**config.mk**
```make
export PLATFORM = sky130hd
export DESIGN_NAME = status_uart_tx
export DESIGN_NICKNAME = d
export VERILOG_FILES = /design/src/rtl/status_uart_tx.sv
export SDC_FILE = /design/constraint.sdc
export NUM_CORES = 1
export LEC_CHECK = 0
export ABC_CLOCK_PERIOD_IN_PS = 4360
export BUFFER_PORTS_ARGS = -buffer_cell sky130_fd_sc_hd__buf_2
export CAP_MARGIN = 20
export CORE_MARGIN = 2
export CORE_UTILIZATION = 59
export CTS_BUF_LIST = sky130_fd_sc_hd__clkbuf_8
export DETAILED_ROUTE_END_ITERATION = 12
export PLACE_DENSITY = 0.81
export SLEW_MARGIN = 10
export SYNTH_ARGS = -nofsm -noshare
export SYNTH_HDL_FRONTEND = slang
export SYNTH_SLANG_ARGS = --single-unit
```
**constraint.sdc**
```tcl
create_clock -name clk -period 4.36 [get_ports clk]
set_clock_uncertainty 0.2 [all_clocks]
set_input_delay 0.436 -clock clk [delete_from_list [all_inputs] [get_ports clk]]
set_output_delay 0.436 -clock clk [all_outputs]
set_load 0.01 [all_outputs]
```
**src/rtl/status_uart_tx.sv**
```systemverilog
// Status frame transmitter: snapshots {flags, counter} on a send request and
// shifts it out as four back-to-back 8N1 bytes (header first, then three
// 7-bit counter groups, LSB group first).
//
// Handshake: send is a level sampled every clk. When the FSM is idle a send
// is accepted at that edge. When busy, a send arms a single pending request;
// further sends are dropped until the pending request is consumed at the end
// of the frame. A send in the frame's last cycle counts as the pending request.
module status_uart_tx #(
  parameter int CLKS_PER_BIT = 104,
  parameter int CNT_W        = 7
) (
  input  logic        clk,
  input  logic        rst,
  input  logic        send,
  input  logic [6:0]  flags,
  input  logic [20:0] counter,
  output logic        tx,
  output logic        busy,
  output logic        done
);

  typedef enum logic [1:0] {
    S_IDLE  = 2'd0,
    S_START = 2'd1,
    S_DATA  = 2'd2,
    S_STOP  = 2'd3
  } state_t;

  localparam logic [CNT_W-1:0] CNT_LAST = CNT_W'(CLKS_PER_BIT - 1);

  state_t            state_q, state_d;
  logic [CNT_W-1:0]  cnt_q, cnt_d;
  logic [2:0]        bit_q, bit_d;
  logic [1:0]        byte_q, byte_d;
  logic [27:0]       snap_q, snap_d;   // {counter, flags}
  logic              pend_q, pend_d;
  logic              tx_q, tx_d;

  logic              bit_end;
  logic              frame_end;
  logic [7:0]        cur_byte;

  // Byte k of the frame, built from a snapshot.
  function automatic logic [7:0] frame_byte(input logic [27:0] s, input logic [1:0] idx);
    logic [7:0] b;
    case (idx)
      2'd0:    b = {1'b1, s[6:0]};
      2'd1:    b = {1'b0, s[13:7]};
      2'd2:    b = {1'b0, s[20:14]};
      default: b = {1'b0, s[27:21]};
    endcase
    return b;
  endfunction

  assign bit_end   = (cnt_q == CNT_LAST);
  assign frame_end = (state_q == S_STOP) && (byte_q == 2'd3) && bit_end;

  // Next-state, baud/bit/byte counters, snapshot, pending flag and next tx level.
  always_comb begin
    state_d  = state_q;
    cnt_d    = cnt_q;
    bit_d    = bit_q;
    byte_d   = byte_q;
    snap_d   = snap_q;
    pend_d   = pend_q;
    tx_d     = 1'b1;
    cur_byte = 8'h00;

    if ((state_q != S_IDLE) && send) begin
      pend_d = 1'b1;
    end

    if (state_q != S_IDLE) begin
      cnt_d = bit_end ? '0 : cnt_q + CNT_W'(1);
    end

    case (state_q)
      S_IDLE: begin
        if (send) begin
          state_d = S_START;
          cnt_d   = '0;
          bit_d   = 3'd0;
          byte_d  = 2'd0;
          snap_d  = {counter, flags};
        end
      end
      S_START: begin
        if (bit_end) begin
          state_d = S_DATA;
          bit_d   = 3'd0;
        end
      end
      S_DATA: begin
        if (bit_end) begin
          if (bit_q == 3'd7) begin
            state_d = S_STOP;
          end else begin
            bit_d = bit_q + 3'd1;
          end
        end
      end
      S_STOP: begin
        if (bit_end) begin
          if (byte_q == 2'd3) begin
            // Frame end: a pending or same-cycle request restarts with no gap.
            pend_d = 1'b0;
            byte_d = 2'd0;
            bit_d  = 3'd0;
            if (pend_q || send) begin
              state_d = S_START;
              snap_d  = {counter, flags};
            end else begin
              state_d = S_IDLE;
            end
          end else begin
            state_d = S_START;
            byte_d  = byte_q + 2'd1;
          end
        end
      end
      default: state_d = S_IDLE;
    endcase

    // tx is registered, so its next value follows the next bit position.
    cur_byte = frame_byte(snap_d, byte_d);
    case (state_d)
      S_START: tx_d = 1'b0;
      S_DATA:  tx_d = cur_byte[bit_d];
      default: tx_d = 1'b1;
    endcase
  end

  // State register with synchronous reset; reset aborts any frame in flight.
  always_ff @(posedge clk) begin
    if (rst) begin
      state_q <= S_IDLE;
      cnt_q   <= '0;
      bit_q   <= 3'd0;
      byte_q  <= 2'd0;
      snap_q  <= 28'd0;
      pend_q  <= 1'b0;
      tx_q    <= 1'b1;
    end else begin
      state_q <= state_d;
      cnt_q   <= cnt_d;
      bit_q   <= bit_d;
      byte_q  <= byte_d;
      snap_q  <= snap_d;
      pend_q  <= pend_d;
      tx_q    <= tx_d;
    end
  end

  assign tx   = tx_q;
  assign busy = (state_q != S_IDLE);
  assign done = frame_end & ~rst;

endmodule

```
* Word level (Yosys, flattened, before mapping) *
Cells that the tools add are included.

word-level totals
  output and inout bits = 3
  memory bits (writable) = 0
  memory bits (read-only) = 0
  bits in registers = 44
  memories kept = 0
  latch bits = 0

operators by class
  shift-type cells = 0
  bitwise logic cells = 2
  $lt $le $gt $ge = 1
  muxes and demuxes = 36
  reduce and logical (&&, ||, !) cells = 7
  divide/modulo/power cells = 0
  add/sub/neg operators = 3
  multiply operators = 0
  equal/unequal tests = 10

operators with widths
  operator                                                    count
  two-way mux 28 bit                                          4
  one-hot mux 28 bit (2 select lines)                         1
  two-way mux 7 bit                                           4
  one-hot mux 8 bit (3 select lines)                          1
  two-way mux 2 bit                                           9
  two-way mux 3 bit                                           6
  one-hot mux 3 bit (4 select lines)                          1
  equality test 2 bit, second input constant                  5
  one-hot mux 2 bit (4 select lines)                          1
  adder 7 x 1 -> 7 bit, second input constant                 1
  equality test 7 bit, second input constant                  1
  equality test 2 x 1 -> 1 bit, second input constant         3
  two-way mux 1 bit                                           6
  logical NOT 2 bit                                           2
  less-than comparator 3 x 4 -> 1 bit, second input constant  1
  one-hot mux 2 bit (2 select lines)                          1
  adder 3 x 1 -> 3 bit, second input constant                 1
  binary-select mux 1 bit (select 3 bit)                      1
  equality test 3 bit, second input constant                  1
  logical AND 1 bit                                           3
  adder 2 x 1 -> 2 bit, second input constant                 1
  one-hot mux 1 bit (2 select lines)                          1
  nonzero test 2 bit                                          1
  bitwise AND 1 bit                                           1
  2 further kinds                                             2

* Logic depth before layout (Yosys ltp) *
Gate-level depths: netlist of the first run.

  depth after elaboration = 9
  mapped depth = 15
  depth with buffers taken out = 10

* Least setup slack after synthesis of the first run *
Ideal clock, no wire load.

  path type = reg-to-reg
  from = register state_q[0]
  to = register tx_q (netlist: tx)
  path slack = 1.259 ns
  cell stages (with the launch flop) = 13
  arrival time = 2.824 ns
  path buffers = 2
  period minus slack after synthesis = 3.101 ns
  cell sequence = dfxtp_1 inv_1 ha_1 nor2b_1 buf_6 or2_0 buf_2 a221oi_4 a221oi_2 a2111oi_1 nor4_1 or4_1 a41oi_2

on the way
  word-level cells in the longest chain between the ends = 7
  elaborated cells on any way between the ends = 22

RTL lines
  item                                                             line  source
  from (decl)                                                      32    state_t state_q, state_d;
  from (signal assigned)                                           145   state_q <= state_d;
  equality test 2 bit / logical NOT 2 bit (equally long branches)  78    case (state_q)
  one-hot mux 2 bit (2 select lines)                               78
  equality test 2 bit (tied with other cells)                      47    case (idx)
  one-hot mux 8 bit (3 select lines)                               47
  binary-select mux 1 bit (select 3 bit)                           129   S_DATA: tx_d = cur_byte[bit_d];
  two-way mux 1 bit (implied by the code)                          129
  one-hot mux 1 bit (2 select lines) (*)                           127   case (state_d)
  to (signal assigned)                                             151   tx_q <= tx_d;
  to (decl)                                                        38    logic tx_q, tx_d;

Mark *: on every way between the ends. The rest lies on a longest branch, timed or not. The select of a mux whose other input is x is not followed.
A chain may end at the register's enable or synchronous reset.

* Worst setup path in the final report of the first run *
Same ends and word-level chain as after synthesis.

==> out/metrics.yaml, run 1 <==
critPathKind: "flip-flop to flip-flop"
yosys_register_bits: 44
async_reset_ff_share_pct: 0
reg2reg_depth: 10
synth_edf_count: 0
synth_area_per_cell_um2: 8.280
required_ns: 4.39
p_per_area_nw_per_um2: 414.6
finalMaxSlewViolations: 0
critPathCaptureType: "flip-flop"
ir_drop_v: 0.0002128
drive_above_1_share_pct: 16.88
initial_core_util_pct: 61.09
insertion_delay_ns: 0.30
ctsHtreeMaxLevel: 2
holdPathStages: 3
synth_cell_type_count: 51
numCtsBuffers: 5
final-hold-violation-count: 0
reg2reg_slack_ns: 0.48
final_cell_area_um2: 2723
area_growth_pct: 12.22
cts_tree: "done"
nets: 351
cts.root.buffer_cell: "clkbuf_8"
hpwlAfterDp_um: 3907
drc: 0
grt_usage_pct: 25.21
viasPerCell: 6.286
syn_nets: 331
ctsHoldBuffers: 0
ys.flop_type: "dfxtp_1"
post_dp_cell_area_um2: 2596
io_buffers: 33
dr.pass1.iters: 4
ys_seq_area_share_pct: 36.31
outcome: "finished clean"
pre_cts_ws_ns: 0.5508
p_leak_nw: 1.077
clockBufferDepth: 2
diodes: 0
stdcell_count: 364
wl_um: 5580
first_global_vias: 1964
wl_per_cell_um: 15.33
fin_crit_sh_pct: 89.00
gp_congestion: 0.8991
die_x_um: 68.13
synth_area_um2: 2426
grt_start_max_net_pins: 46
die_h_um: 68.13
max_freq_ghz: 0.2577
boundaryPins: 34
synthCells: 293
reg2reg_from: "state_q[0]"
reg2reg_to: "tx"
clkSlewWorstSetupHoldPaths_ns: 0.09
max_cap_viol_count: 0
grt_pass1_wl_um: 8880
vias: 2288
critPathLaunchType: "flip-flop"
post_cts_buffers: 0
grt_overflow: 0
min_period_ns: 3.881
grt_antenna_before_repair: 0
ys_warn_count: 0
min_to: "snap_q[12]"
dp.cells: 356
die_area_um2: 4641
setup_violations: 0
cts_num_sinks: 44
rsz0062_at_grt: "false"
worst_slew_pin_slew_ns: 0.8524
cp_max_fo: 18
fillers: 334
min-delay-start: "counter[5]"
tns_ns: 0
crit_arrival_ns: 3.91
worst_slack_ns: 0.4795
relSlewSlack_pct: 43.17
cts_resized: 0
core_area_um2: 3971
ant_nets: 0
hold_path_class: "input pin to flip-flop"
drtIter0Drc: 215
num_rows: 23
## power breakdown
part	internal [W]	switching (W)
clock	0.000202	0.000144
sequential	0.000442	0.0000215
combinational	0.000127	0.000192
## flip-flops by register name, summed over array words and instances, names as in the netlist
| name | flops |
|---|---|
| bit_q | 3 |
| byte_q | 2 |
| cnt_q | 7 |
| pend_q | 1 |
| snap_q | 28 |
| state_q | 2 |
| tx | 1 |
## worst max path at each step
stage	from	endpoint	slack (ns)	cells past startpoint
6_report	state_q[0]	tx	0.48	10
5_1_grt	state_q[1]	tx	0.29	11
4_1_cts	state_q[0]	tx	0.49	10
3_5_place_dp	state_q[0]	tx	0.55	10
3_3_place_gp	state_q[0]	tx	0.69	10
2_1_floorplan	state_q[0]	tx	1.26	12
## per-layer routing
metal  up-vias  global-route usage [%]  part of all wire, %
met4         0                   9.250                  1.9
met3        10                   5.263                  5.1
li1       1133                       -                    -
met5         -                       0                    0
met1      1083                   32.62                   45
met2        62                   41.26                   48
## kinds of logic after synthesis
kind of cell / count (synthesis) / share of synthesized area [%]
muxes: 13 / 5.570
buffers and inverters: 30 / 5.364
adders and majority gates: 7 / 3.610
xor gates and xnor gates: 1 / 0.3611
AOI/OAI and AO/OA: 93 / 27.95
and+or+nand+nor: 105 / 20.84
DFF: 44 / 36.31
## synth_stat cells (all sizes together), types with 7 or more instances
cell	n	area share, %
nand2	25	3.9
nor2	38	5.9
a21oi	22	4.5
clkbuf	12	1.9
inv	7	1.1
ha	7	3.6
buf	11	2.4
a22oi	21	6.5
mux2i	9	3.7
dfxtp	44	36
o21ai	14	2.9
nand3	7	1.4
## layout make-up
class | count | area (µm²) | area share [%]
clock buffers | 7 | 96.34 | 3.539
clock inverters | 1 | 30.03 | 1.103
repair buffers | 36 | 200.2 | 7.353
multi-input cells | 219 | 1426 | 52.39
inverters | 7 | 26.28 | 0.9651
flip-flops and latches | 44 | 880.8 | 32.35
well taps | 50 | 62.56 | 2.298
## through the flow
stage               hold slack, ns  util (%)  total power [W]
floorplan                   0.2360         -        0.0007043
global placement            0.2460     65.37        0.0007819
detailed placement          0.2502     65.37        0.0007874
CTS                         0.1923     68.56         0.001131
global route                0.2043     68.56         0.001184
finish                      0.1947     68.56         0.001129
## cells in the final DEF, fill, tap and decap left out, types with 9 or more instances in the layout
cell type	n
nor2_1	38
dfxtp_1	44
a21oi_1	22
buf_2	33
o21ai_0	14
a22oi_1	21
nand2_1	25
mux2i_1	9
## critical path, cell delays in order, from the launching register on
cell       delay [ns]
dfxtp_1          0.41
inv_1            0.09
ha_1             0.35
nor2b_1          0.30
or2_0            0.39
a221oi_4         0.81
a221oi_2         0.05
a2111oi_1        0.41
nor4_1           0.10
or4_1            0.50
a41oi_2          0.18
No activity file was read; power rests on OpenSTA's default activity.
==> run 2, diff against run 1 <==
--- a/config.mk
+++ b/config.mk
@@ -5,14 +5,15 @@
 export SDC_FILE = /design/constraint.sdc
 export NUM_CORES = 1
 export LEC_CHECK = 0
+export ABC_AREA = 1
 export ABC_CLOCK_PERIOD_IN_PS = 4360
 export BUFFER_PORTS_ARGS = -buffer_cell sky130_fd_sc_hd__buf_2
 export CAP_MARGIN = 20
 export CORE_MARGIN = 2
-export CORE_UTILIZATION = 59
-export CTS_BUF_LIST = sky130_fd_sc_hd__clkbuf_8
+export CORE_UTILIZATION = 58
+export CTS_BUF_LIST = sky130_fd_sc_hd__clkbuf_4 sky130_fd_sc_hd__clkbuf_8 sky130_fd_sc_hd__clkbuf_16
 export DETAILED_ROUTE_END_ITERATION = 12
-export PLACE_DENSITY = 0.81
+export PLACE_DENSITY = 0.79
 export SLEW_MARGIN = 10
 export SYNTH_ARGS = -nofsm -noshare
 export SYNTH_HDL_FRONTEND = slang
==> run 2 against run 1 <==
Fmax grew 46%. Global-route usage shrank 0.18 points. Utilization shrank 2.3 points. First-iteration DRC count shrank 3.7%. Clock-buffer cell count shrank 1. Largest cell class unchanged.
==> out/metrics.yaml, run 2 <==
hold_path_class: "input pin to flip-flop"
fillers: 419  # +25%
reg_top3: "snap_q x28, cnt_q x7, bit_q x3"
synth_xor_xnor_area_share_pct: 0.3230  # -0.038 points
insertion_delay_ns: 0.29  # about the same
combPwrFrac_pct: 18.7  # -9.5 points
yosys_register_bits: 44  # unchanged
min_to: "snap_q[12]"
diodes: 0  # unchanged
synth_top_family_by_area: "simple AND/OR/NAND/NOR gates"
synthAdderAreaFrac_pct: 3.230  # -0.38 points
setup_violations: 0  # unchanged
drc: 0  # unchanged
grt_use_met3_pct: 4.583  # -0.68 points
slowest_stage: "dfxtp_1"
grt_overflow: 0  # unchanged
ctsHoldBuffers: 0  # unchanged
p_total_w: 0.0008308  # -26%
crit_family: "simple AND/OR/NAND/NOR gates"
drive_above_1_share_pct: 16.67  # -0.21 points
power_frac_seq_pct: 51.2  # +10 points
worst_slew_pin_slew_ns: 0.8499  # -0.002458 ns
boundaryPins: 34  # unchanged
io_buffers: 33  # unchanged
synth_simple_gate_area_share_pct: 43.89  # +23 points
synth_cell_type_count: 35  # -31%
pwr-share-clk_pct: 30.1  # -0.6 points
grt_util_met1_pct: 35.06  # +2.4 points
ys_seq_area_share_pct: 32.49  # -3.8 points
synth_area_um2: 2711  # +12%
rsz0062_at_grt: "false"
min-delay-start: "counter[5]"
synth_area_per_cell_um2: 6.864  # -17%
busiest_layer: "met2"
p_per_area_nw_per_um2: 284.0  # -32%
drtIter0Drc: 207  # -3.7%
max_flop_register: "snap_q"
numCtsBuffers: 5  # unchanged
wl_um: 6014  # +7.8%
initial_core_util_pct: 61.42  # +0.33 points
post_cts_buffers: 0  # unchanged
dr.pass1.iters: 4  # unchanged
gp_congestion: 0.9294  # +3.4%
max_freq_ghz: 0.3764  # +46%
critPathKind: "flip-flop to flip-flop"
cts_tree: "done"
area_growth_pct: 7.891
ctsHtreeMaxLevel: 2  # unchanged
fin_crit_sh_pct: 60.93  # -28 points
relSlewSlack_pct: 43.34  # +0.16 points
num_rows: 24  # +4.3%
synth_area_leaders: "dfxtp_1, nand2_1, a21oi_1"
critPathLaunchType: "flip-flop"
grt_usage_pct: 25.03  # -0.18 points
crit_chain: "inv_1 -> ha_1 -> inv_2 -> nor2_4 -> nor2_4 -> nand2_4 -> nand2_4 -> nand2_4 -> nor2_4 -> nand2_1 -> nand2_1 -> inv_1 -> nand2_1 -> nand2_1 -> nand2_1 -> nor2_1 -> nor2_1 -> nor2_1 -> nor2_1"
ir_drop_v: 0.0002506  # +18%
reg2reg_from: "state_q[0]"
pre_cts_ws_ns: 1.704  # +1.153 ns
viasPerCell: 5.439  # -13%
core_area_um2: 4414  # +11%
max_cap_viol_count: 0  # unchanged
die_area_um2: 5237  # +13%
finalMaxSlewViolations: 0  # unchanged
p_int_w: 0.0005858  # -24%
reg2reg_slack_ns: 1.70  # +1.22 ns
met2_usage_pct: 40.16  # -1.1 points
wl_per_cell_um: 12.74  # -17%
mostFrequentLayoutCells: "nand2_1, dfxtp_1, a21oi_1, buf_2, inv_1"
async_reset_ff_share_pct: 0  # unchanged
synth_compound_area_share_pct: 11.77  # -16 points
synth_commonest_cells: "nand2_1, dfxtp_1, a21oi_1"
cts_resized: 0  # unchanged
grt_antenna_before_repair: 0  # unchanged
required_ns: 4.40  # about the same
synth_edf_count: 0  # unchanged
synthCells: 395  # +35%
die_h_um: 72.37  # +6.2%
synthMuxAreaShare_pct: 0  # -5.6 points
holdPathStages: 3  # unchanged
grt_pass1_wl_um: 10610  # +20%
p_sw_w: 0.0002451  # -31%
largest_reg_flops: 28  # unchanged
cts.root.buffer_cell: "clkbuf_8"
cp_max_fo: 12  # -6
ys_warn_count: 0  # unchanged
critPathCaptureType: "flip-flop"
vias: 2567  # +12%
p_leak_nw: 1.454  # +35%
final_common_cell: "nand2_1"
outcome: "finished clean"
hpwlAfterDp_um: 4257  # +9.0%
reg2reg_to: "tx"
tns_ns: 0  # unchanged
clkSlewWorstSetupHoldPaths_ns: 0.08  # about the same
first_global_vias: 2383  # +21%
grt_start_max_net_pins: 47  # +2.2%
yosysMostFrequentCell: "nand2_1"
syn_nets: 433  # +31%
final-hold-violation-count: 0  # unchanged
min_period_ns: 2.657  # -1.224 ns
crit_arrival_ns: 2.69  # -1.22 ns
synth_top_cell_area_share_pct: 32.49  # -3.8 points
die_x_um: 72.37  # +6.2%
ys.flop_type: "dfxtp_1"
p_sw_share_pct: 29.50  # -2.2 points
cts_num_sinks: 44  # unchanged
critPathMaxStageDelay_ns: 0.42  # -0.39 ns
clockBufferDepth: 2  # unchanged
path_depth: 19  # +9
crit_top_cell: "nand2_1"
reg2reg_depth: 19  # +9
nets: 458  # +30%
ant_nets: 0  # unchanged
worst_slack_ns: 1.703  # +1.224 ns
synth_top_area_cell: "dfxtp_1"
critPathBufInv: 3  # +2
run 2: changes by cell type after synthesis, moves of 5 or more:
cell,change
nor2_1,-13
nand3b_1,+15
nand2_4,+10
o21ai_0,-6
nand4_1,+14
nor2_4,+5
a21oi_1,+16
a22oi_1,-21
mux2i_1,-9
clkbuf_1,-5
nand3_1,+5
inv_1,+22
a221o_1,-6
nand2_1,+110
run 2: worst max path at each step:
stage / start / endpoint
6_report: state_q[0] / tx
5_1_grt: state_q[0] / tx
4_1_cts: state_q[0] / tx
3_5_place_dp: state_q[0] / tx
3_3_place_gp: send / tx
2_1_floorplan: state_q[0] / tx
run 2: layout make-up:
class                   instances  area, µm²  area share [%]
inverters                      32      120.1           4.106
clock buffers                   6      76.32           2.609
repair buffers                 34      172.7           5.902
clock inverters                 1      5.005          0.1711
flip-flops and latches         44      880.8           30.11
well taps                      52      65.06           2.224
multi-input cells             303       1605           54.88
run 2: cells by family after synthesis:
family,Yosys count
AND/OR/NAND/NOR,237
AO/OA/AOI/OAI,58
buffers and inverters,48
flip-flops,44
adder cells (fa/ha/maj),7
XOR/XNOR,1
run 2: tightest hold or removal path, cell delays in order:
cell,delay (ns)
buf_2,0.10
nand4_1,0.10
a21oi_1,0.07
run 2: power groups by stage:
stage,logic (W),registers (W),clock network (W)
2_1_floorplan,0.000121,0.000433,0
3_3_place_gp,0.000153,0.000434,0
3_5_place_dp,0.000155,0.000434,0
4_1_cts,0.000156,0.000425,0.000255
5_1_grt,0.000177,0.000427,0.000274
6_report,0.000155,0.000425,0.000250
run 2: per-layer routing:
metal | vias up | wire (µm) | share of wire [%]
met4 | 0 | 68 | 1.1
met2 | 57 | 2721 | 45
met5 | - | 0 | 0
li1 | 1345 | - | -
met1 | 1156 | 2966 | 49
met3 | 9 | 259 | 4.3
run 2: per-stage QoR:
stage | cells | hold WS [ns] | area (µm²) | util, %
2_1_floorplan | 395 | 0.2464 | 2711 | -
3_3_place_gp | 465 | 0.2559 | 2844 | 64.43
3_5_place_dp | 465 | 0.2605 | 2844 | 64.43
4_1_cts | 472 | 0.2421 | 2925 | 66.27
5_1_grt | 472 | 0.2546 | 2925 | 66.27
6_report | 472 | 0.2451 | 2925 | 66.27
